File: config.mk
export PLATFORM = sky130hd
export DESIGN_NAME = ws2812_rx
export DESIGN_NICKNAME = d
export VERILOG_FILES = /design/src/rtl/ws2812_rx.sv
export SDC_FILE = /design/constraint.sdc
export NUM_CORES = 1
export LEC_CHECK = 0
export ABC_AREA = 1
export CAP_MARGIN = 20
export CORE_MARGIN = 2
export CORE_UTILIZATION = 40
export CTS_BUF_LIST = sky130_fd_sc_hd__clkbuf_16
export CTS_CLUSTER_DIAMETER = 100
export CTS_CLUSTER_SIZE = 28
export DETAILED_ROUTE_END_ITERATION = 10
export PLACE_DENSITY = 0.62
export SLEW_MARGIN = 20
export SYNTH_ARGS = -nofsm -noshare
export SYNTH_HDL_FRONTEND = slang
export SYNTH_SLANG_ARGS = --single-unit
File: constraint.sdc
create_clock -name clk_in -period 5.8 [get_ports clk_in]
set_input_delay 1.16 -clock clk_in [delete_from_list [all_inputs] [get_ports clk_in]]
set_output_delay 1.16 -clock clk_in [all_outputs]
set_load 0.005 [all_outputs]
File: src/rtl/ws2812_rx.sv
// WS2812 single-wire NRZ receiver: synchronises the line, times each high pulse,
// slices bits against a runtime threshold, packs bytes MSB-first and detects frame-end low.
module ws2812_rx #(
  parameter int unsigned ADDR_WIDTH = 6,
  parameter int unsigned RST_SHIFT  = 4
) (
  input  logic                  clk_in,
  input  logic                  rst_in,
  input  logic                  ws2812_data_in,
  input  logic [7:0]            bit_thr_cnt_in,
  input  logic [7:0]            rst_cnt_in,
  output logic                  data_vld_out,
  output logic [7:0]            data_out,
  output logic [ADDR_WIDTH-1:0] addr_out,
  output logic                  frame_done_out,
  output logic [ADDR_WIDTH:0]   frame_len_out,
  output logic                  err_out
);

  localparam int unsigned   LW       = 8 + RST_SHIFT;
  localparam logic [LW-1:0] LCNT_MAX = '1;

  typedef enum logic [1:0] {SYNC, READY, HIGH, LOW} state_e;

  state_e                state_q, state_d;
  logic                  sync1_q, sync2_q, hist_q;
  logic [7:0]            hcnt_q, hcnt_d;
  logic [LW-1:0]         lcnt_q, lcnt_d;
  logic [7:0]            shift_q, shift_d;
  logic [2:0]            bit_cnt_q, bit_cnt_d;
  logic [ADDR_WIDTH:0]   byte_cnt_q, byte_cnt_d;
  logic                  err_clr_q, err_clr_d;
  logic                  data_vld_q, data_vld_d;
  logic [7:0]            data_q, data_d;
  logic [ADDR_WIDTH-1:0] addr_q, addr_d;
  logic                  frame_done_q, frame_done_d;
  logic [ADDR_WIDTH:0]   frame_len_q, frame_len_d;
  logic                  err_q, err_d;

  logic                  rise, fall, bit_val, frame_end;
  logic [7:0]            rst_eff, shift_in;
  logic [LW-1:0]         thr, thr_m1, lcnt_inc;

  always_comb begin
    rst_eff   = (rst_cnt_in == 8'd0) ? 8'd1 : rst_cnt_in;
    thr       = LW'(rst_eff) << RST_SHIFT;
    thr_m1    = thr - LW'(1);
    rise      = sync2_q & ~hist_q;
    fall      = ~sync2_q & hist_q;
    lcnt_inc  = (lcnt_q == LCNT_MAX) ? lcnt_q : lcnt_q + LW'(1);
    bit_val   = hcnt_q > bit_thr_cnt_in;
    shift_in  = {shift_q[6:0], bit_val};
    frame_end = lcnt_q >= thr;
  end

  always_comb begin
    state_d      = state_q;
    hcnt_d       = hcnt_q;
    lcnt_d       = lcnt_q;
    shift_d      = shift_q;
    bit_cnt_d    = bit_cnt_q;
    byte_cnt_d   = byte_cnt_q;
    err_clr_d    = 1'b0;
    data_vld_d   = 1'b0;
    data_d       = data_q;
    addr_d       = addr_q;
    frame_done_d = 1'b0;
    frame_len_d  = frame_len_q;
    err_d        = err_clr_q ? 1'b0 : err_q;

    case (state_q)
      SYNC: begin
        if (sync2_q) begin
          lcnt_d = '0;
        end else if (lcnt_q >= thr_m1) begin
          lcnt_d  = '0;
          state_d = READY;
        end else begin
          lcnt_d = lcnt_inc;
        end
      end

      READY: begin
        if (rise) begin
          hcnt_d  = 8'd1;
          state_d = HIGH;
        end
      end

      HIGH: begin
        if (fall) begin
          shift_d   = shift_in;
          bit_cnt_d = bit_cnt_q + 3'd1;
          lcnt_d    = LW'(1);
          state_d   = LOW;
          if (bit_cnt_q == 3'd7) begin
            if (!byte_cnt_q[ADDR_WIDTH]) begin
              data_vld_d = 1'b1;
              data_d     = shift_in;
              addr_d     = byte_cnt_q[ADDR_WIDTH-1:0];
              byte_cnt_d = byte_cnt_q + {{ADDR_WIDTH{1'b0}}, 1'b1};
            end else begin
              err_d = 1'b1;
            end
          end
        end else if (hcnt_q == 8'd254) begin
          hcnt_d     = 8'd255;
          err_d      = 1'b1;
          bit_cnt_d  = '0;
          shift_d    = '0;
          byte_cnt_d = '0;
          lcnt_d     = '0;
          state_d    = SYNC;
        end else begin
          hcnt_d = hcnt_q + 8'd1;
        end
      end

      LOW: begin
        // Frame end and a coincident rise are both honoured: close the frame, then time the new pulse.
        if (frame_end) begin
          frame_done_d = 1'b1;
          frame_len_d  = byte_cnt_q;
          err_clr_d    = 1'b1;
          if (bit_cnt_q != 3'd0) err_d = 1'b1;
          bit_cnt_d    = '0;
          shift_d      = '0;
          byte_cnt_d   = '0;
          lcnt_d       = '0;
          state_d      = READY;
        end
        if (rise) begin
          hcnt_d  = 8'd1;
          state_d = HIGH;
        end else if (!frame_end && !sync2_q) begin
          lcnt_d = lcnt_inc;
        end
      end

      default: state_d = SYNC;
    endcase
  end

  always_ff @(posedge clk_in) begin
    if (rst_in) begin
      state_q      <= SYNC;
      sync1_q      <= 1'b0;
      sync2_q      <= 1'b0;
      hist_q       <= 1'b0;
      hcnt_q       <= '0;
      lcnt_q       <= '0;
      shift_q      <= '0;
      bit_cnt_q    <= '0;
      byte_cnt_q   <= '0;
      err_clr_q    <= 1'b0;
      data_vld_q   <= 1'b0;
      data_q       <= '0;
      addr_q       <= '0;
      frame_done_q <= 1'b0;
      frame_len_q  <= '0;
      err_q        <= 1'b0;
    end else begin
      state_q      <= state_d;
      sync1_q      <= ws2812_data_in;
      sync2_q      <= sync1_q;
      hist_q       <= sync2_q;
      hcnt_q       <= hcnt_d;
      lcnt_q       <= lcnt_d;
      shift_q      <= shift_d;
      bit_cnt_q    <= bit_cnt_d;
      byte_cnt_q   <= byte_cnt_d;
      err_clr_q    <= err_clr_d;
      data_vld_q   <= data_vld_d;
      data_q       <= data_d;
      addr_q       <= addr_d;
      frame_done_q <= frame_done_d;
      frame_len_q  <= frame_len_d;
      err_q        <= err_d;
    end
  end

  assign data_vld_out   = data_vld_q;
  assign data_out       = data_q;
  assign addr_out       = addr_q;
  assign frame_done_out = frame_done_q;
  assign frame_len_out  = frame_len_q;
  assign err_out        = err_q;

endmodule

---- Word level (Yosys, flattened, before mapping) ----
Index checks and enable logic that the tools add are counted.
W data, S select, Z words.
word-level totals
  logic and storage cells ................. 115
  register bits after elaboration ......... 66
cells by class
  equality and inequality tests ........... 16
  muxes and demuxes ....................... 46
  magnitude comparators ................... 3
  add/sub/neg operators ................... 5
  reduce and logical (&&, ||, !) cells .... 20
  bitwise gates (word level) .............. 9
operators by type and width
  operator                 count
  $mux W12                 8
  $mux W7                  8
  $pmux W12 S3             1
  $mux W8                  4
  $pmux W7 S2              2
  $ge A12 B12 Y1           2
  $pmux W8 S2              1
  $mux W2                  7
  $add A12 B1 Y12 const B  1
  $eq A12 B12 Y1 const B   1
  $ne A3 B3 Y1 const B     4
  $sub A12 B1 Y12 const B  1
  $ne A2 B2 Y1 const B     5
  $reduce_and A5 Y1        2
  $mux W1                  9
  $mux W3                  3
  $add A8 B1 Y8 const B    1
  $eq A8 B8 Y1 const B     1
  $gt A8 B8 Y1             1
  $logic_not A8 Y1         1
  $pmux W2 S4              1
  $reduce_and A4 Y1        2
  $add A7 B1 Y7 const B    1
  $not A1 Y1               7
  17 further kinds         25

---- Longest topological paths before layout ----
Gate-level depths: netlist of the first run.
  word-level depth ........................ 8
  gate-level depth with buffers ........... 19

---- Worst setup path before layout of the first run ----
Ideal clock, no wire load.
  path type ............................... input to register
  start ................................... input port rst_cnt_in[3]
  end ..................................... register lcnt_q[5]
  slack ................................... 2.528 ns
  arrival ................................. 3.202 ns
  stages .................................. 17
  cell sequence ........................... inv_1 nand2_1 nor3_1 a31oi_1 ha_1 nand2_1 xor2_1 inv_1 ha_1 nand2_1 nor2_1 nand3_1 nand3_1 o21ai_2 buf_2 o21ai_0 a21oi_1
between the ends
  cells in the longest elaborated chain, start to end .. 8
ends and longest elaborated chain
  element                                                  line  text
  start, declared                                          11    input logic [7:0] rst_cnt_in,
  $logic_not A8 Y1                                         45    rst_eff = (rst_cnt_in == 8'd0) ? 8'd1 : rst_cnt_in;
  $mux W8 (*)                                              45
  branches (longest 5 deep; another with $sub A12 B1 Y12)  -
  $pmux W12 S3 (*)                                         71    case (state_q)
  end signal, assigned                                     168   lcnt_q <= lcnt_d;
  end, declared                                            28    logic [LW-1:0] lcnt_q, lcnt_d;
Mark *: on every way between the ends.
A chain may end at the register's enable or synchronous reset.

---- Worst setup path in the final report of the first run ----
  start ................................... input port rst_cnt_in[3]
  end ..................................... register lcnt_q[0]
Same word-level chain as after synthesis.

==> qor.yml, run 1 <==
status:
  status: "complete, no violations"
final_layout:
  layout-drive-gt1-share_pct: 6.721
  instances_no_fill: 743
  final_core_util_pct: 49.31
  diodes: 0
  nets: 658
  area_delta_synth_final_pct: 20.23
  stdcell_area_sq_mm: 0.004797
critical_path:
  reg2reg_slack_ns: 3.57
  start_kind: "input pin"
  criticalPathCategory: "input pin to register"
  path_buf_inv: 3
  cp.required_ns: 6.06
  cp_top_family: "compound AO/OA/AOI/OAI gates"
  cp-end-kind: "register"
  crit_slowest_cell: "o21ai_2"
  cp_max_fo: 12
  r2r-start: "lcnt_q[4]"
  rr_endpoint: "byte_cnt_q[0]"
  cp_common_cell: "nand2_1"
  critPathLaunch: "rst_cnt_in[3]"
  critPathArrivalTime_ns: 4.19
  slowest_delay_ns: 0.47
  rr_worst_depth: 11
  crit_cells: 17
  critPathCapture: "lcnt_q[0]"
  path_cells: "clkdlybuf4s50_1 -> inv_1 -> nand2_1 -> nor3_1 -> a31oi_1 -> ha_1 -> nand2_1 -> xor2_1 -> inv_1 -> ha_1 -> nand2_1 -> a21oi_1 -> nor2_1 -> nand3_1 -> o21ai_2 -> o21ai_0 -> a21oi_1"
detailed_routing:
  wl_per_cell_um: 12.39
  vias: 3686
  routed_wirelength_um: 9203
  drc: 0
  dr.pass1.iters: 4
  antenna_left: 0
  drtIter0Drc: 120
  drt-vias-per-instance: 4.961
floorplanning:
  design.core.area_sq_mm: 0.009729
  pin_count: 43
  die_w_um: 103.9
  die_height_um: 103.9
  die_area_sq_mm: 0.01079
  initial_core_util_pct: 41.01
  placementRows: 36
yosys:
  synth_top_cell_by_area: "dfxtp_1"
  async_flop_share_pct: 0
  avgSynthCellArea_sq_um: 7.037
  ys_seq_area_share_pct: 33.11
  synth_most_common_cell: "nand2_1"
  synth_edf_count: 0
  ys_warn_count: 0
  syn_inst: 567
  synthTopCellsByArea: "dfxtp_1 33%, ha_1 10%, nand2_1 10%"
  synth-seq-cells: 66
  synth.distinct_cells: 40
  syn_nets: 619
  synth_common_cells: "106 x nand2_1, 68 x inv_1, 66 x dfxtp_1"
  yosysTopAreaCellShare_pct: 33.11
  syn-cell-area_sq_mm: 0.003990
  ys.flop_type: "dfxtp_1"
placed_design:
  dpl.hpwl_um: 6596
  dp_cells: 728
  gp_congestion: 0.8534
  place.port_buffers: 42
  dpl_cell_area_sq_mm: 0.004504
global_routing:
  track_usage_pct: 17.86
  grt_pass1_vias: 3562
  grt_pass1_wl_um: 16060
  grt_max_degree: 40
  grt_antenna_before_repair: 0
  overflow: 0
power:
  p_leak_nw: 2.097
  seqPwrFrac_pct: 43.5
  p_per_area_mw_per_mm2: 220.0
  p_int_w: 0.0008134
  power_w: 0.001055
  clkPwrFrac_pct: 50.9
  p_sw_w: 0.0002421
  pwr-share-comb_pct: 5.6
  max-vdd-ir-drop_v: 0.0002217
  power.switching_fraction_pct: 22.94
timing:
  finalSetupViolCount: 0
  rsz0062_at_grt: "false"
  fin_crit_sh_pct: 67.76
  hold_viol_final: 0
  max_freq_ghz: 0.2545
  drv_slew: 0
  finalSetupTns_ns: 0
  slew_headroom_pct: 31.55
  worst_pin_slew_ns: 1.026
  skew_ns: 0.008267
  period_needed_ns: 3.930
min_path:
  worstHoldPathType: "register to register"
job:
  max-cap-violations: 0
clock_network:
  clk-insertion-delay-late_ns: 0.33
  post_cts_buffers: 0
  cts_tree: "built"
  clk_path_buf_depth: 2
  cts_resized: 0
  clockRootBuffer: "clkbuf_16"
  ctsHoldBuffers: 0
  clkSinkCount: 66
  clkTransAtPathRegs_ns: 0.05
  htreeDepth: 3
  numCtsBuffers: 9
power by group through the flow:
| stage | Sequential, W | Clock [W] | Combinational (W) |
|---|---|---|---|
| CTS | 0.000459 | 0.000547 | 0.0000600 |
| finish | 0.000459 | 0.000538 | 0.0000591 |
| global placement | 0.000469 | 0 | 0.0000578 |
| detailed placement | 0.000469 | 0 | 0.0000596 |
| floorplan | 0.000468 | 0 | 0.0000358 |
| global route | 0.000459 | 0.000568 | 0.0000679 |
through the flow:
step                      hold WS (ns)  setup WS, ns
after detailed placement        0.4131         1.534
final                           0.4113         1.870
after CTS                       0.4202         1.848
after global routing            0.4383         1.481
after global placement          0.4144         1.703
after floorplan                 0.3883         2.528
sequential cells by signal (all words and copies together) (netlist names):
name and count:
lcnt_q 12, data_out 8, hcnt_q 8, byte_cnt_q 7
frame_len_out 7, shift_q 7, addr_out 6, bit_cnt_q 3
state_q 2, data_vld_out 1, err_out 1, frame_done_out 1
hist_q 1, sync1_q 1, sync2_q 1
cell usage in the layout (no fill, tap or decap), types with 10 or more instances in the layout:
cell               n
nor2_1            64
nand3_1           33
clkdlybuf4s50_1   42
dfxtp_1           66
ha_1              33
inv_1             68
o21ai_0           50
nor3_1            10
nand2_1          106
xor2_1            12
a21oi_1           59
per-layer routing:
metal | GRT usage, % | wire length (um)
met3 | 4.699 | 424
met1 | 22.32 | 4439
met2 | 30.31 | 4247
met5 | 0 | 0
met4 | 5.116 | 91
kinds of logic after synthesis:
| kind of cell | Yosys count | synth area share (%) |
|---|---|---|
| xor gates and xnor gates | 15 | 3.293 |
| buffers and inverters | 89 | 8.968 |
| adders and majority gates | 33 | 10.35 |
| and+or+nand+nor | 243 | 28.38 |
| DFF | 66 | 33.11 |
| AOI/OAI and AO/OA | 121 | 15.90 |
final cells by class:
type	count	area, sq um
Clock buffer	9	225.2
Sequential cell	66	1321
Clock inverter	6	67.56
Tap cell	133	166.4
Inverter	74	277.8
Timing Repair Buffer	43	427.9
Fill cell	1001	4932
Multi-Input combinational cell	412	2311
worst min path at each step:
stage	startpoint	end	slack (ns)	depth (start not counted)
2_1_floorplan	sync1_q	sync2_q	0.39	2
3_3_place_gp	sync1_q	sync2_q	0.41	2
3_5_place_dp	sync1_q	sync2_q	0.41	2
4_1_cts	sync1_q	sync2_q	0.42	2
5_1_grt	sync1_q	sync2_q	0.44	2
6_report	sync1_q	sync2_q	0.41	2
worst register-to-register path: cells and delay by family, from the launching register on:
kind,cells,cell delay [ns]
AO/OA/AOI/OAI,1,0.20
adder cells (fa/ha/maj),1,0.32
AND/OR/NAND/NOR,8,1.11
flip-flops,1,0.38
buffers and inverters,1,0.11
(Power assumes the default switching activity.)
==> run 2: changes to the inputs <==
- PLACE_DENSITY: 0.62 -> 0.64
- clock period: 5.8 -> 3.4 ns (I/O delays scaled with it)
==> run 2 against run 1 <==
Compared with the run above:
- via count grew 2.1%
- wire length grew 3.3%
- largest power group unchanged
- worst hold slack lost 0.0055 ns
- clock power grew 100%
- register-to-register slack lost 2.3 ns
- sequential power grew 71%
- global-route usage grew 0.60 points
- design area grew 3.2%
- sequential share of layout area shrank 0.84 points
- clock-buffer cell count is the same
==> qor.yml, run 2 (same netlist as run 1, synthesis figures left out) <==
timing:
  period_needed_ns: 3.098
  drv_slew: 0  # unchanged
  rsz0062_at_grt: "false"
  skew_ns: 0.004091  # -0.004176 ns
  fin_crit_sh_pct: 91.12
  max_freq_ghz: 0.3228
  finalSetupViolCount: 0  # unchanged
  slew_headroom_pct: 47.40  # +16 points
  finalSetupTns_ns: 0  # unchanged
  worst_slack_ns: 0.3021  # -1.568 ns
  worst_pin_slew_ns: 0.7881  # -0.2376 ns
  hold_viol_final: 0  # unchanged
clock_network:
  clk-insertion-delay-late_ns: 0.33  # about the same
  clkSinkCount: 66  # unchanged
  clockRootBuffer: "clkbuf_16"
  cts_tree: "built"
  clkTransAtPathRegs_ns: 0.06  # about the same
  numCtsBuffers: 9  # unchanged
  htreeDepth: 3  # unchanged
  clk_path_buf_depth: 2  # unchanged
detailed_routing:
  highest_layer: "met4"
  drt-vias-per-instance: 4.978  # +0.33%
  wl_met2_um: 4524  # +6.5%
  drc: 0  # unchanged
  drt-met1-wl_um: 4450  # +0.25%
  dr.pass1.iters: 5  # +1
  wl_met3_um: 408  # -3.8%
  antenna_left: 0  # unchanged
  vias: 3763  # +2.1%
  routed_wirelength_um: 9504  # +3.3%
  wl_per_cell_um: 12.57  # +1.5%
  drtIter0Drc: 153  # +28%
floorplanning:
  pin_count: 43  # unchanged
  die_height_um: 103.9  # unchanged
  die_w_um: 103.9  # unchanged
  placementRows: 36  # unchanged
  die_area_sq_mm: 0.01079  # unchanged
  initial_core_util_pct: 41.01  # unchanged
  design.core.area_sq_mm: 0.009729  # unchanged
critical_path:
  critPathArrivalTime_ns: 3.36  # -0.83 ns
  start_kind: "input pin"
  criticalPathCategory: "input pin to register"
  cp-end-kind: "register"
  cp.required_ns: 3.66  # -2.40 ns
  cp_max_fo: 7  # -5
placed_design:
  place.port_buffers: 42  # unchanged
  dp_cells: 740  # +1.6%
  dpl_worst_slack_ns: -0.04756  # -1.582 ns
  gp_congestion: 0.8736  # +2.4%
  dpl.hpwl_um: 6899  # +4.6%
final_layout:
  layout_common_cells: "106 x nand2_1, 68 x inv_1, 66 x dfxtp_1"
  diodes: 0  # unchanged
  largest_reg_flops: 12  # unchanged
  area_delta_synth_final_pct: 24.02
  n_fill_cell: 967  # -3.4%
  regMostFlops: "lcnt_q"
  layout-drive-gt1-share_pct: 8.828  # +2.1 points
  nets: 670  # +1.8%
  final_common_cell: "nand2_1"
  regArea_sq_mm: 0.001321  # unchanged
  instances_no_fill: 756  # +1.7%
  multi_input_area_sq_mm: 0.002316  # +0.22%
  final_core_util_pct: 50.86  # +1.6 points
power:
  seqPwrFrac_pct: 39.5  # -4.0 points
  p_sw_w: 0.0004314  # +78%
  power.switching_fraction_pct: 21.76  # -1.2 points
  p_leak_nw: 2.185  # +4.2%
  max-vdd-ir-drop_v: 0.0002209  # -0.36%
  p_int_w: 0.001551  # +91%
  pwr-share-comb_pct: 5.5  # about the same
  p_per_area_mw_per_mm2: 400.7  # +82%
  power_w: 0.001983  # +88%
  clkPwrFrac_pct: 55.0  # +4.1 points
global_routing:
  overflow: 0  # unchanged
  track_usage_pct: 18.47  # +0.60 points
  grt_antenna_before_repair: 0  # unchanged
  grt_max_degree: 28  # -30%
  grt_pass1_vias: 3632  # +2.0%
  grt_pass1_wl_um: 16580  # +3.2%
min_path:
  worstHoldPathType: "register to register"
status:
  status: "complete, no violations"
job:
  max-cap-violations: 0  # unchanged
==> run 2: cell count changes in the layout (fill, tap and decap cells not counted), sizes merged <==
cell      change
buf          +12
bufinv        +2
clkinv        -1
clkinvlp      -1
inv           +1
==> run 2: critical path: stages <==
cell and delay [ns]:
clkdlybuf4s50_1 0.48, inv_1 0.06, nand2_1 0.07, nor3_2 0.04, a31oi_1 0.27, ha_1 0.27, nand3_1 0.11, xor2_1 0.14
inv_1 0.06, ha_1 0.26, nand2_1 0.06, nor2_1 0.05, nand3_1 0.07, nand3_1 0.12, o21ai_2 0.20, buf_4 0.18
nand3_1 0.08, a21oi_1 0.14
==> run 2: timing repair <==
| action | in CTS | in global routing |
|---|---|---|
| resized for setup | 0 | 1 |
| buffers inserted | 0 | 0 |
| hold buffers | 0 | 0 |
| endpoints found under the setup margin | 0 | 6 |
==> run 2: metal layers <==
layer,GRT usage [%],up-vias
met4,6.757,0
met1,23.78,1698
met2,30.69,83
met3,3.634,11
li1,-,1971
met5,0,-
==> run 2: per-stage QoR <==
step | area, sq um | hold WS, ns
after floorplan | 3990 | 0.3883
after global placement | 4594 | 0.4021
after detailed placement | 4594 | 0.4006
after CTS | 4943 | 0.4084
after global routing | 4949 | 0.4192
final | 4949 | 0.4058
==> run 2: worst paths after layout <==
check                start       endpoint  slack [ns]  cells after the start
max          rst_cnt_in[2]      lcnt_q[6]        0.30                     18
min                sync1_q        sync2_q        0.41                      2
max reg2reg      lcnt_q[7]  byte_cnt_q[1]        1.29                     13
min reg2reg        sync1_q        sync2_q        0.41                      2
==> run 2: layout make-up <==
class | instances | share of cell area [%]
clock inverters | 7 | 2.503
clock buffers | 9 | 4.551
well taps | 133 | 3.363
flip-flops and latches | 66 | 26.70
repair buffers | 55 | 10.47
multi-input cells | 412 | 46.80
inverters | 74 | 5.613
==> run 2: power groups by stage <==
stage               registers, W  clock network, W  logic [W]
finish                  0.000783           0.00109   0.000109
global route            0.000783           0.00114   0.000125
CTS                     0.000783           0.00111   0.000109
detailed placement      0.000800                 0   0.000108
global placement        0.000800                 0   0.000106
floorplan               0.000798                 0  0.0000611
